--- src/rtl/clock_pkg.sv ---
// Shared calendar constants and helpers for the millennium clock stages.
package clock_pkg;

  localparam logic [3:0] JAN = 4'd1;
  localparam logic [3:0] FEB = 4'd2;
  localparam logic [3:0] MAR = 4'd3;
  localparam logic [3:0] APR = 4'd4;
  localparam logic [3:0] MAY = 4'd5;
  localparam logic [3:0] JUN = 4'd6;
  localparam logic [3:0] JUL = 4'd7;
  localparam logic [3:0] AUG = 4'd8;
  localparam logic [3:0] SEP = 4'd9;
  localparam logic [3:0] OCT = 4'd10;
  localparam logic [3:0] NOV = 4'd11;
  localparam logic [3:0] DEC = 4'd12;

  localparam logic [11:0] YEAR_MIN    = 12'd2000;
  localparam logic [11:0] YEAR_MAX    = 12'd2999;
  localparam logic [4:0]  CENTURY_MIN = 5'd20;
  localparam logic [4:0]  CENTURY_MAX = 5'd29;
  localparam logic [6:0]  YIC_MAX     = 7'd99;

  // Month length in days; out-of-range month codes fall into the 31-day group.
  function automatic logic [5:0] days_in_month_f(input logic [3:0] month, input logic leap);
    logic [5:0] days;
    case (month)
      FEB:               days = leap ? 6'd29 : 6'd28;
      APR, JUN, SEP, NOV: days = 6'd30;
      default:           days = 6'd31;
    endcase
    return days;
  endfunction

endpackage

--- src/rtl/leap_year_detect.sv ---
// Gregorian leap detection on the split century / year-in-century form.
module leap_year_detect (
  input  logic [4:0] century,
  input  logic [6:0] yic,
  output logic       leap
);

  // Every fourth year is leap, except century years whose century is not a multiple of 4.
  assign leap = ((yic % 7'd4) == 7'd0) && ((yic != 7'd0) || ((century % 5'd4) == 5'd0));

endmodule

--- src/rtl/month_year_counter.sv ---
// Month and year stage of the millennium clock: advances on the day-wrap
// carry, supports manual month/year editing, and flags the 2999->2000 wrap.
module month_year_counter
  import clock_pkg::*;
#(
  parameter int RESET_MONTH = 1,
  parameter int RESET_YEAR  = 2000
) (
  input  logic        clk,
  input  logic        rst_n,
  input  logic        inc,
  input  logic        dec,
  input  logic        ctrl_set,
  input  logic        sel_year,
  input  logic        carry_in_day,
  output logic [3:0]  current_month,
  output logic [11:0] year,
  output logic        is_leap_year,
  output logic [5:0]  days_in_month,
  output logic        carry_out
);

  localparam logic [3:0] RESET_MONTH_V   = 4'(RESET_MONTH);
  localparam logic [4:0] RESET_CENTURY_V = 5'(RESET_YEAR / 100);
  localparam logic [6:0] RESET_YIC_V     = 7'(RESET_YEAR % 100);

  logic [3:0] month_reg, month_next;
  logic [4:0] century_reg, century_next;
  logic [6:0] yic_reg, yic_next;

  // One-step neighbours of the current state; out-of-range codes recover here.
  logic [3:0] month_up, month_dn;
  logic [4:0] century_up, century_dn;
  logic [6:0] yic_up, yic_dn;

  assign month_up = ((month_reg >= DEC) || (month_reg == 4'd0)) ? JAN : month_reg + 4'd1;
  assign month_dn = ((month_reg <= JAN) || (month_reg > DEC)) ? DEC : month_reg - 4'd1;

  // yic above 99 behaves as 99, so an increment rolls into the next century.
  assign yic_up     = (yic_reg >= YIC_MAX) ? 7'd0 : yic_reg + 7'd1;
  assign century_up = (yic_reg >= YIC_MAX)
                    ? ((century_reg >= CENTURY_MAX) ? CENTURY_MIN : century_reg + 5'd1)
                    : century_reg;

  assign yic_dn     = (yic_reg == 7'd0) ? YIC_MAX
                    : ((yic_reg > YIC_MAX) ? YIC_MAX - 7'd1 : yic_reg - 7'd1);
  assign century_dn = (yic_reg == 7'd0)
                    ? ((century_reg <= CENTURY_MIN) ? CENTURY_MAX : century_reg - 5'd1)
                    : century_reg;

  // Next-state selection: set mode edits one field, otherwise the day carry advances the calendar.
  always_comb begin
    month_next   = month_reg;
    century_next = century_reg;
    yic_next     = yic_reg;
    if (ctrl_set) begin
      if (inc) begin
        if (sel_year) begin
          century_next = century_up;
          yic_next     = yic_up;
        end else begin
          month_next = month_up;
        end
      end else if (dec) begin
        if (sel_year) begin
          century_next = century_dn;
          yic_next     = yic_dn;
        end else begin
          month_next = month_dn;
        end
      end
    end else if (carry_in_day) begin
      month_next = month_up;
      if (month_reg == DEC) begin
        century_next = century_up;
        yic_next     = yic_up;
      end
    end
  end

  // Calendar state registers with asynchronous active-low reset.
  always_ff @(posedge clk or negedge rst_n) begin
    if (!rst_n) begin
      month_reg   <= RESET_MONTH_V;
      century_reg <= RESET_CENTURY_V;
      yic_reg     <= RESET_YIC_V;
    end else begin
      month_reg   <= month_next;
      century_reg <= century_next;
      yic_reg     <= yic_next;
    end
  end

  leap_year_detect u_leap (
    .century (century_reg),
    .yic     (yic_reg),
    .leap    (is_leap_year)
  );

  assign current_month = month_reg;
  assign year          = 12'(century_reg) * 12'd100 + 12'(yic_reg);
  assign days_in_month = days_in_month_f(month_reg, is_leap_year);

  // Wrap pulse is visible during the carry cycle, before the edge that rolls the year over.
  assign carry_out = carry_in_day && !ctrl_set && (month_reg == DEC) && (year == YEAR_MAX);

endmodule

--- config.mk ---
export PLATFORM = sky130hd
export DESIGN_NAME = month_year_counter
export DESIGN_NICKNAME = d
export VERILOG_FILES = /design/src/rtl/clock_pkg.sv /design/src/rtl/leap_year_detect.sv /design/src/rtl/month_year_counter.sv
export SDC_FILE = /design/constraint.sdc
export NUM_CORES = 1
export LEC_CHECK = 0
export BUFFER_PORTS_ARGS = -buffer_cell sky130_fd_sc_hd__buf_4
export CELL_PAD_IN_SITES_DETAIL_PLACEMENT = 0
export CELL_PAD_IN_SITES_GLOBAL_PLACEMENT = 1
export CORE_UTILIZATION = 48
export CTS_BUF_LIST = sky130_fd_sc_hd__clkbuf_16
export CTS_CLUSTER_DIAMETER = 80
export DETAILED_ROUTE_END_ITERATION = 16
export PLACE_DENSITY = 0.9
export RECOVER_POWER = 25
export SYNTH_ARGS = -nofsm -noshare
export SYNTH_HDL_FRONTEND = slang
export SYNTH_SLANG_ARGS = --single-unit
export TNS_END_PERCENT = 30
--- constraint.sdc ---
create_clock -name clk -period 5.3 [get_ports clk]
set_clock_uncertainty 0.1 [all_clocks]
set_input_delay 0.265 -clock clk [delete_from_list [all_inputs] [get_ports clk]]
set_output_delay 0.265 -clock clk [all_outputs]
set_load 0.1 [all_outputs]
Word level (Yosys, flattened, before mapping)

Cells that the tools add are included.

Bits in registers: 16
Latch bits: 0
Memory bits (writable): 0
Memory bits (read-only): 0
Bits of input ports: 7
Memories: 0

Add/sub/neg operators: 7
Multipliers: 1
Div/mod/pow operators: 0
Magnitude comparators: 7
Equality and inequality tests: 11
Shift operators: 0
Multiplexer cells: 31
Bitwise gates (word level): 0
Reduce and logical (&&, ||, !) cells: 19

Operator list:

| kind                 | number |
|---|---|
| $mux 7               | 10 |
| $mux 5               | 11 |
| $mux 4               | 8 |
| $logic_not 7->1      | 2 |
| $add 12x7->12        | 1 |
| $eq 12x12->1 const B | 1 |
| $eq 4x4->1 const B   | 3 |
| $mul 5x5->10 const B | 1 |
| $eq 4x3->1 const B   | 2 |
| $add 7x1->7 const B  | 1 |
| $ge 7x7->1 const B   | 1 |
| $gt 7x7->1 const B   | 1 |
| $reduce_bool 7->1    | 1 |
| $sub 7x1->7 const B  | 1 |
| $add 5x1->5 const B  | 1 |
| $ge 5x5->1 const B   | 1 |
| $le 5x5->1 const B   | 1 |
| $logic_not 5->1      | 1 |
| $reduce_and 5->1     | 1 |
| $sub 5x1->5 const B  | 1 |
| $add 4x1->4 const B  | 1 |
| $eq 4x2->1 const B   | 1 |
| $ge 4x4->1 const B   | 1 |
| $gt 4x4->1 const B   | 1 |
| other kinds (16)     | 22 |

Depth between registers and ports, before layout

Gate-level depths: netlist of run 1.

Word-level depth: 7
Depth in mapped cells: 11

Cells and area by module

From an unflattened synthesis of run 1, not the netlist that was laid out.

Cell total of the unflattened synthesis: 288
Area, all modules: 2332.2 sq um

Modules (own cells, without submodules):

| module             | instances | cells an instance | area an instance (sq um) |
|---|---|---|---|
| month_year_counter | 1         | 284               | 2308.5 |
| leap_year_detect   | 1         | 4                 | 23.8 |

Least setup slack after synthesis of run 1

No wires, ideal clock.

Path type: register to output
Start point: register century_reg[1]
End point: output port carry_out
Data arrival time: 6.266 ns
Data required time: 4.935 ns
Setup slack: -1.331 ns
Cell stages (with the launch flop): 11
Buffers on the path: 0
Cells stage by stage: dfrtp_1 inv_1 ha_1 ha_1 ha_1 fa_1 nor2b_1 or3b_2 nand3_1 nand2_1 nor4_1

Cells in the longest elaborated chain, start to end: 4

RTL lines:

| item                     | RTL line                  | source |
|---|---|---|
| start: declaration       | month_year_counter.sv:28  | `logic [4:0] century_reg, century_next;` |
| start signal: assignment | month_year_counter.sv:89  | `century_reg <= century_next;` |
| $mul 5x5->10             | month_year_counter.sv:101 | `assign year = 12'(century_reg) * 12'd100 + 12'(yic_reg);` |
| $add 12x7->12            | month_year_counter.sv:101 |  |
| named net year[7]        | month_year_counter.sv:17  | `output logic [11:0] year,` |
| $eq 12x12->1             | month_year_counter.sv:105 | `assign carry_out = carry_in_day && !ctrl_set && (month_reg == DEC) && (year == YEAR_MAX);` |
| $logic_and 1x1->1        | month_year_counter.sv:105 |  |
| end: declaration         | month_year_counter.sv:20  | `output logic carry_out` |

The timed path passes the listed nets, and every way through them passes these cells.

Worst setup path in the final report of run 1

Start point: register century_reg[0]
End point: output port carry_out

Cells in the longest elaborated chain, start to end: 4

RTL lines:

| item              | RTL line |
|---|---|
| $mul 5x5->10      | month_year_counter.sv:101 |
| $add 12x7->12     | month_year_counter.sv:101 |
| $eq 12x12->1      | month_year_counter.sv:105 |
| $logic_and 1x1->1 | month_year_counter.sv:105 |

Every way passes these cells.

==> results.cfg, run 1 <==
[cts]
path_clk_slew_ns = 0.05
clock_latency_ns = 0.25
cts_buffers = 3
cts_root_buffer = clkbuf_16
cts.path.max_buffers = 2
postCtsSetupBuffers = 0
cts_tree = yes
cts.sinks = 16
htreeDepth = 1

[worst_hold_path]
whs_path_depth = 3
hp-class = in -> reg

[timing]
worst_slew_pin_slew_ns = 0.940
fmax_ghz = 0.242
finalMaxSlewViolations = 0
whs_ns = 0.304
post-route-period-util_pct = 78.0
slew_headroom_pct = 37.3
finalHoldViolCount = 0
rsz0062_at_grt = false
tns_ns = 0
finalCriticalPeriod_ns = 4.14
setup_violations = 0

[global_route]
grt_overflow = 0
grt_pass1_wl_um = 8910
antenna_found_initial = 0
grt_max_degree = 23
grt_pass1_vias = 1920
track_usage_pct = 21.4

[yosys]
yosys_warnings = 0
synthMuxAreaShare_pct = 1.76
yosysUniqueCellTypes = 67
yosysMostFrequentCell = ha_1
synth_top_family_by_area = compound AO/OA/AOI/OAI gates
yosys.area_share.xor_xnor_pct = 4.47
syn_avg_cell_area_um2 = 8.34
syn_area_mm2 = 0.00235
ys_ff_latch = 16
netlist_instances = 282
synth-edff-count = 0
synth_flop_cell = dfrtp_1
synth_top_area_cell = ha_1
synth_common_cells = ha_1, o21ai_0, inv_1, a21oi_1, nand2_1
synth_simple_gate_area_share_pct = 18.5
ys_seq_area_share_pct = 17.2
synth_area_leaders = ha_1, dfrtp_1, o21ai_0
async_flop_share_pct = 100
synth_compound_area_share_pct = 28.4
yosys.area_share.adder_pct = 21.9
synthDominantCellAreaShare_pct = 20.2

[cells_and_area]
final_nets = 350
area_growth_pct = 12.7
largest_reg_flops = 7
n_antenna_cell = 0
num-fill-cells = 436
drive_above_1_share_pct = 15.2

[floorplan]
die_h_um = 72.0
num_rows = 25
io_pins = 31
fp.dieW_um = 72.0
initial_core_util_pct = 49.8
die_area_mm2 = 0.00518
core_mm2 = 0.00472

[critical_path]
start_kind = register
cp_max_fo = 12
crit_required_ns = 4.93
ff2ff_path_depth = 7
endpoint_kind = output pin
worstPathArrival_ns = 3.77
critPathKind = reg -> out

[drt]
drc = 0
ant_nets = 0
dr_total_vias = 2146
vias_per_cell = 5.82
dr.pass1.iters = 4
totalWireLength_um = 5440
drt_iter0_markers = 175
routedWlPerCell_um = 14.7

[status]
status = completed

[placement]
dp_hpwl_um = 4140
gp_congestion = 0.885
port_buffers = 26

[run]
cap_violations = 0
==> metrics by stage <==
stage	cell area, µm²	std cells	setup WS [ns]	util, %
after detailed placement	2560	364	1.44	54.3
after floorplan	2380	284	0.0594	-
after global routing	2650	369	0.939	56.1
after global placement	2560	364	1.55	54.3
after CTS	2650	369	1.17	56.2
final	2650	369	1.16	56.1
==> cell usage in the layout, fill, tap and decap left out, drive strengths merged, types with 5 or more instances in the layout <==
master,synthesis,final
nor3,10,10
o21a,5,5
ha,38,38
nor4,6,6
o21ai,24,24
buf,12,25
or3,5,5
xnor2,8,8
a21o,5,5
inv,20,20
a21oi,20,20
nor2,12,12
nand2,18,18
dfrtp,13,13
nand3,11,11
==> cell type report <==
| class | instances | area, µm² | area share (%) |
|---|---|---|---|
| clock buffer | 3 | 75.1 | 2.83 |
| clock inverter | 1 | 3.75 | 0.142 |
| inverter | 20 | 75.1 | 2.83 |
| multi-input combinational | 235 | 1810 | 68.2 |
| sequential | 16 | 404 | 15.3 |
| tap | 67 | 83.8 | 3.16 |
| timing repair buffer | 27 | 201 | 7.61 |
==> kinds of logic after synthesis <==
family          Yosys count
flops                    16
simple gates             79
xor+xnor                 12
compound gates           96
other cells               2
mux                       4
fa+ha+maj                40
buf+inv                  33
==> routing by layer <==
metal  vias up  part of all wire (%)  track usage [%]
met2        58                    46             35.0
li1       1089                     -                -
met5         -                     0                0
met1       995                    49             30.3
met3         4                   4.4             3.33
met4         0                  0.53             3.70
==> critical path: stages (launching register included) <==
cell and delay, ns:
dfrtp_1 0.56, inv_1 0.12, ha_1 0.35, ha_1 0.29
ha_1 0.24, fa_1 0.56, nor2b_1 0.18, or3b_2 0.46
nand3_2 0.09, nand2_1 0.06, nor4_2 0.28, buf_4 0.33
==> path summary, 6_finish.rpt <==
| path | from | slack, ns | to |
|---|---|---|---|
| max | century_reg[0] | 1.16 | carry_out |
| min | carry_in_day | 0.30 | current_month[1] |
| max reg2reg | yic_reg[0] | 2.98 | yic_reg[3] |
| min reg2reg | current_month[0] | 0.46 | current_month[0] |
| max in group asynchronous | rst_n | 3.95 | century_reg[3] |
| min in group asynchronous | rst_n | 0.58 | yic_reg[2] |
==> what timing repair did <==
item	4_1_cts	5_1_grt
hold buffers	1	0
endpoints found under the setup margin	0	0
hold endpoints to repair	13	0
gates resized for setup	0	0
Power of run 1 is left out: the tool's default activity adds up to more than one toggle a clock period on the data nets, which glitch-free logic cannot reach.
==> inputs of run 2 (changes only) <==
--- a/config.mk
+++ b/config.mk
@@ -5,14 +5,15 @@
 export SDC_FILE = /design/constraint.sdc
 export NUM_CORES = 1
 export LEC_CHECK = 0
+export ABC_AREA = 1
 export BUFFER_PORTS_ARGS = -buffer_cell sky130_fd_sc_hd__buf_4
 export CELL_PAD_IN_SITES_DETAIL_PLACEMENT = 0
 export CELL_PAD_IN_SITES_GLOBAL_PLACEMENT = 1
-export CORE_UTILIZATION = 48
+export CORE_UTILIZATION = 43
 export CTS_BUF_LIST = sky130_fd_sc_hd__clkbuf_16
 export CTS_CLUSTER_DIAMETER = 80
 export DETAILED_ROUTE_END_ITERATION = 16
-export PLACE_DENSITY = 0.9
+export PLACE_DENSITY = 0.85
 export RECOVER_POWER = 25
 export SYNTH_ARGS = -nofsm -noshare
 export SYNTH_HDL_FRONTEND = slang
==> constraint.sdc (replaced) <==
create_clock -name clk -period 4.2 [get_ports clk]
set_clock_uncertainty 0.1 [all_clocks]
set_input_delay 0.21 -clock clk [delete_from_list [all_inputs] [get_ports clk]]
set_output_delay 0.21 -clock clk [all_outputs]
set_load 0.1 [all_outputs]
==> results.cfg, run 2 <==
[status]
status = completed

[yosys]
synth_top_area_cell = ha_1
yosys_warnings = 0
syn_area_mm2 = 0.00259
synth_common_cells = nand2_1, inv_1, ha_1, nand3_1, nor2_1
async_flop_share_pct = 100
netlist_instances = 383
synthDominantCellAreaShare_pct = 18.3
synth_flop_cell = dfrtp_1
ys_ff_latch = 16
synth-edff-count = 0
syn_avg_cell_area_um2 = 6.77
synth_area_leaders = ha_1, nand2_1, dfrtp_1
yosysMostFrequentCell = nand2_1
yosysUniqueCellTypes = 36
ys_seq_area_share_pct = 15.6

[drt]
wl_met3_um = 160
routedWlPerCell_um = 12.3
routed.top_layer = met4
wl_met2_um = 2700
ant_nets = 0
totalWireLength_um = 5830
dr_total_vias = 2376
drt_iter0_markers = 93
met1Wirelength_um = 2870
drc = 0
dr.pass1.iters = 4
vias_per_cell = 4.99

[cells_and_area]
final_nets = 452
area_growth_pct = 11.2
layout_common_cells = nand2_1, inv_1, ha_1
drive_above_1_share_pct = 15.6
final_common_cell = nand2_1
n_antenna_cell = 0
largest_reg_flops = 7
utilization_pct = 51.1
num-fill-cells = 579

[global_route]
grt_pass1_wl_um = 10100
grt_max_degree = 17
grt_pass1_vias = 2176
track_usage_pct = 20.2
grt_overflow = 0
antenna_found_initial = 0

[run]
cap_violations = 0

[cts]
cts.sinks = 16
path_clk_slew_ns = 0.05
cts_root_buffer = clkbuf_16
cts.path.max_buffers = 2
clock_latency_ns = 0.25
cts_tree = yes
htreeDepth = 1
ctsResizeCount = 0
cts_buffers = 3

[placement]
port_buffers = 26
gp_congestion = 0.869
dp_hpwl_um = 4770

[timing]
slew_headroom_pct = 33.5
finalHoldViolCount = 0
worst_slew_pin_slew_ns = 0.997
rsz0062_at_grt = false
whs_ns = 0.206
tns_ns = 0
finalMaxSlewViolations = 0
post-route-period-util_pct = 89.0
finalCriticalPeriod_ns = 3.74
fmax_ghz = 0.268
setup_violations = 0

[worst_hold_path]
hold_path_end = current_month[3]
hold_start = inc
whs_path_depth = 5
hp-class = in -> reg

[critical_path]
cp_max_fo = 10
critPathKind = reg -> out
crit_required_ns = 3.89
timing.rr.end = current_month[2]
start_kind = register
r2r_start = current_month[0]
ff2ff_path_depth = 6
endpoint_kind = output pin
worstPathArrival_ns = 3.43
rrSetupSlack_ns = 2.27

[floorplan]
num_rows = 27
die_area_mm2 = 0.00634
die_h_um = 79.6
fp.dieW_um = 79.6
io_pins = 31
core_mm2 = 0.00564
initial_core_util_pct = 45.9
-- run 2: cell count changes after synthesis, moves of 7 or more --
cell and change:
nand2_1 +94, a21oi_1 -9, o21ai_0 -7, nor3_1 -8, nor2_1 +15, inv_1 +31
nand3_1 +18
-- run 2: repair_timing --
item	CTS	global route
buffers inserted	0	0
hold buffers	1	0
endpoints found under the hold margin	16	0
-- run 2: layout make-up --
class                   instances  area, µm²  area share [%]
repair buffers                 27        201            6.99
inverters                      57        215            7.47
clock inverters                 1       3.75           0.130
multi-input cells             300       1890            65.7
flip-flops and latches         16        404            14.0
well taps                      72       90.1            3.13
clock buffers                   3       75.1            2.61
-- run 2: worst max-delay path by stage --
stage / depth (start not counted) / slack [ns] / endpoint / startpoint
2_1_floorplan: 13 / 0.11 / carry_out / century_reg[1]
3_5_place_dp: 14 / 0.73 / carry_out / century_reg[0]
4_1_cts: 14 / 0.46 / carry_out / century_reg[0]
3_3_place_gp: 14 / 0.77 / carry_out / century_reg[1]
5_1_grt: 14 / 0.17 / carry_out / century_reg[1]
6_report: 14 / 0.46 / carry_out / century_reg[0]
-- run 2: layer usage --
metal | GRT usage (%) | vias to the layer above
li1 | - | 1252
met1 | 27.1 | 1065
met2 | 33.8 | 46
met3 | 2.40 | 13
met4 | 5.82 | 0
met5 | 0 | -
-- run 2: critical path, stage by stage, from the launching register on --
cell and delay [ns]:
dfrtp_1 0.55, inv_1 0.15, ha_1 0.36, ha_1 0.29, ha_1 0.25, fa_1 0.56, inv_1 0.10, nor2_4 0.12
nand2_1 0.08, nand2_2 0.09, nand3_1 0.08, nand2_1 0.09, nand2_1 0.08, nor2_4 0.10, buf_4 0.28
-- run 2: kinds of logic (layout without fill, tap and decap cells) --
| group | count (synthesis) | count (layout) | synth area share [%] |
|---|---|---|---|
| AO/OA/AOI/OAI | 41 | 41 | 8.88 |
| adder cells (fa/ha/maj) | 40 | 40 | 19.9 |
| AND/OR/NAND/NOR | 199 | 199 | 37.7 |
| XOR/XNOR | 16 | 16 | 5.41 |
| buffers and inverters | 69 | 88 | 12.3 |
| flip-flops | 16 | 16 | 15.6 |
| other | 2 | 4 | 0.290 |
-- run 2: per-stage QoR --
stage	area, µm²	worst slack, ns	instances
after floorplan	2610	0.106	385
after global placement	2800	0.770	471
after detailed placement	2800	0.726	471
after CTS	2890	0.456	476
after global routing	2880	0.170	476
final	2880	0.463	476
Power of run 2 is left out for the same reason.
==> inputs of run 3 (changes only) <==
--- a/config.mk
+++ b/config.mk
@@ -6,15 +6,15 @@
 export NUM_CORES = 1
 export LEC_CHECK = 0
 export ABC_AREA = 1
-export BUFFER_PORTS_ARGS = -buffer_cell sky130_fd_sc_hd__buf_4
 export CELL_PAD_IN_SITES_DETAIL_PLACEMENT = 0
 export CELL_PAD_IN_SITES_GLOBAL_PLACEMENT = 1
-export CORE_UTILIZATION = 43
-export CTS_BUF_LIST = sky130_fd_sc_hd__clkbuf_16
+export CORE_UTILIZATION = 47
 export CTS_CLUSTER_DIAMETER = 80
 export DETAILED_ROUTE_END_ITERATION = 16
+export DONT_BUFFER_PORTS = 1
 export PLACE_DENSITY = 0.85
 export RECOVER_POWER = 25
+export REMOVE_ABC_BUFFERS = 1
 export SYNTH_ARGS = -nofsm -noshare
 export SYNTH_HDL_FRONTEND = slang
 export SYNTH_SLANG_ARGS = --single-unit
==> results.cfg, run 3 (synthesis results as in run 2) <==
[status]
status = finished, violations left
violations = capacitance limit, slew limit

[timing]
finalMaxSlewViolations = 8
setup_violations = 0
post-route-period-util_pct = 87.6
rsz0062_at_grt = false
worst_slew_pin_slew_ns = 1.56
finalCriticalPeriod_ns = 3.68
finalHoldViolCount = 0
slew_headroom_pct = -3.76
fmax_ghz = 0.272

[floorplan]
die_area_mm2 = 0.00581
fp.dieW_um = 76.3
io_pins = 31
num_rows = 26
core_mm2 = 0.00520
initial_core_util_pct = 49.8
die_h_um = 76.3

[critical_path]
cp_max_fo = 7
critPathBufInv = 3
critPathMaxStageDelay_ns = 0.56
cpLargestDelayFamily = adder cells
crit_start = century_reg[1]
timing.rr.end = yic_reg[3]
path_depth = 14
endpoint = carry_out
endpoint_kind = output pin
rrSetupSlack_ns = 1.31
start_kind = register
crit_required_ns = 3.89
critPathKind = reg -> out
r2r_start = yic_reg[0]
ff2ff_path_depth = 10
slowest_stage = fa_1
crit_path_cell_trace = inv_1 > ha_1 > ha_1 > ha_1 > fa_1 > inv_1 > nor2_4 > nand2_1 > nand2_2 > nand3_1 > nand2_1 > nand2_1 > nor2_2 > buf_12
worstPathArrival_ns = 3.37

[cells_and_area]
final_common_cell = nand2_1
multi_input_area_mm2 = 0.00189
final_cells = 463
final_nets = 441
num-fill-cells = 552
area_growth_pct = 7.10
drive_above_1_share_pct = 13.0
regArea_um2 = 404
largest_reg_flops = 7
layout_common_cells = nand2_1, inv_1, ha_1
n_antenna_cell = 0

[global_route]
grt_max_degree = 17
antenna_found_initial = 0
grt_pass1_wl_um = 10600
grt_pass1_vias = 2277
grt_overflow = 0
track_usage_pct = 22.4

[placement]
gp_congestion = 0.824
dp_hpwl_um = 4730
placedCellCount = 458
port_buffers = 0

[cts]
clock_latency_ns = 0.25
cts.sinks = 16
htreeDepth = 1
cts_tree = yes
cts_root_buffer = clkbuf_8
path_clk_slew_ns = 0.07
cts_buffers = 3
cts.path.max_buffers = 2

[drt]
drt_iter0_markers = 92
vias_per_cell = 5.02
dr.pass1.iters = 4
routedWlPerCell_um = 12.7
totalWireLength_um = 5880
drc = 0
dr_total_vias = 2324
ant_nets = 0

[worst_hold_path]
hp-class = in -> reg

[run]
cap_violations = 1
run 3: layout make-up:
cell class | instances | share of cell area [%]
well taps | 70 | 3.16
inverters | 57 | 7.75
clock buffers | 4 | 1.98
repair buffers | 16 | 4.33
flip-flops and latches | 16 | 14.6
multi-input cells | 300 | 68.2
run 3: worst min path at each step:
stage / depth (start not counted) / from / slack, ns / to
6_report: 3 / ctrl_set / 0.06 / current_month[3]
5_1_grt: 3 / ctrl_set / 0.1 / current_month[3]
4_1_cts: 3 / ctrl_set / 0.06 / current_month[3]
3_5_place_dp: 0 / rst_n / -0.19 / current_month[1]
3_3_place_gp: 0 / rst_n / -0.19 / current_month[1]
2_1_floorplan: 0 / rst_n / -0.19 / century_reg[0]
run 3: through the flow:
step           TNS (ns)  worst slack [ns]  hold WS [ns]  cell area (µm²)  util (%)
2_1_floorplan    -0.773            -0.773        -0.186             2500         -
3_3_place_gp          0             0.841        -0.185             2730      52.4
3_5_place_dp          0             0.782        -0.185             2730      52.4
4_1_cts               0             0.502        0.0626             2790      53.6
5_1_grt               0             0.289        0.0972             2780      53.3
6_report              0             0.521        0.0625             2780      53.3
run 3: tightest hold or removal path, cell delays in order:
cell and delay, ns:
nand4_1 0.06, nand3_1 0.06, nand2_1 0.05
run 3: timing repair:
item | in CTS | in global routing
endpoints found under the setup margin | 0 | 0
endpoints found under the hold margin | 16 | 0
gates resized for setup | 0 | 0
setup buffers | 0 | 0
hold buffers | 1 | 0
run 3: layer usage:
metal	track usage, %	up-vias	wire (µm)
li1	-	1230	-
met2	40.1	31	2940
met3	2.04	6	144
met4	4.81	0	50
met1	29.0	1057	2750
met5	0	-	0
Power of run 3 is left out for the same reason.
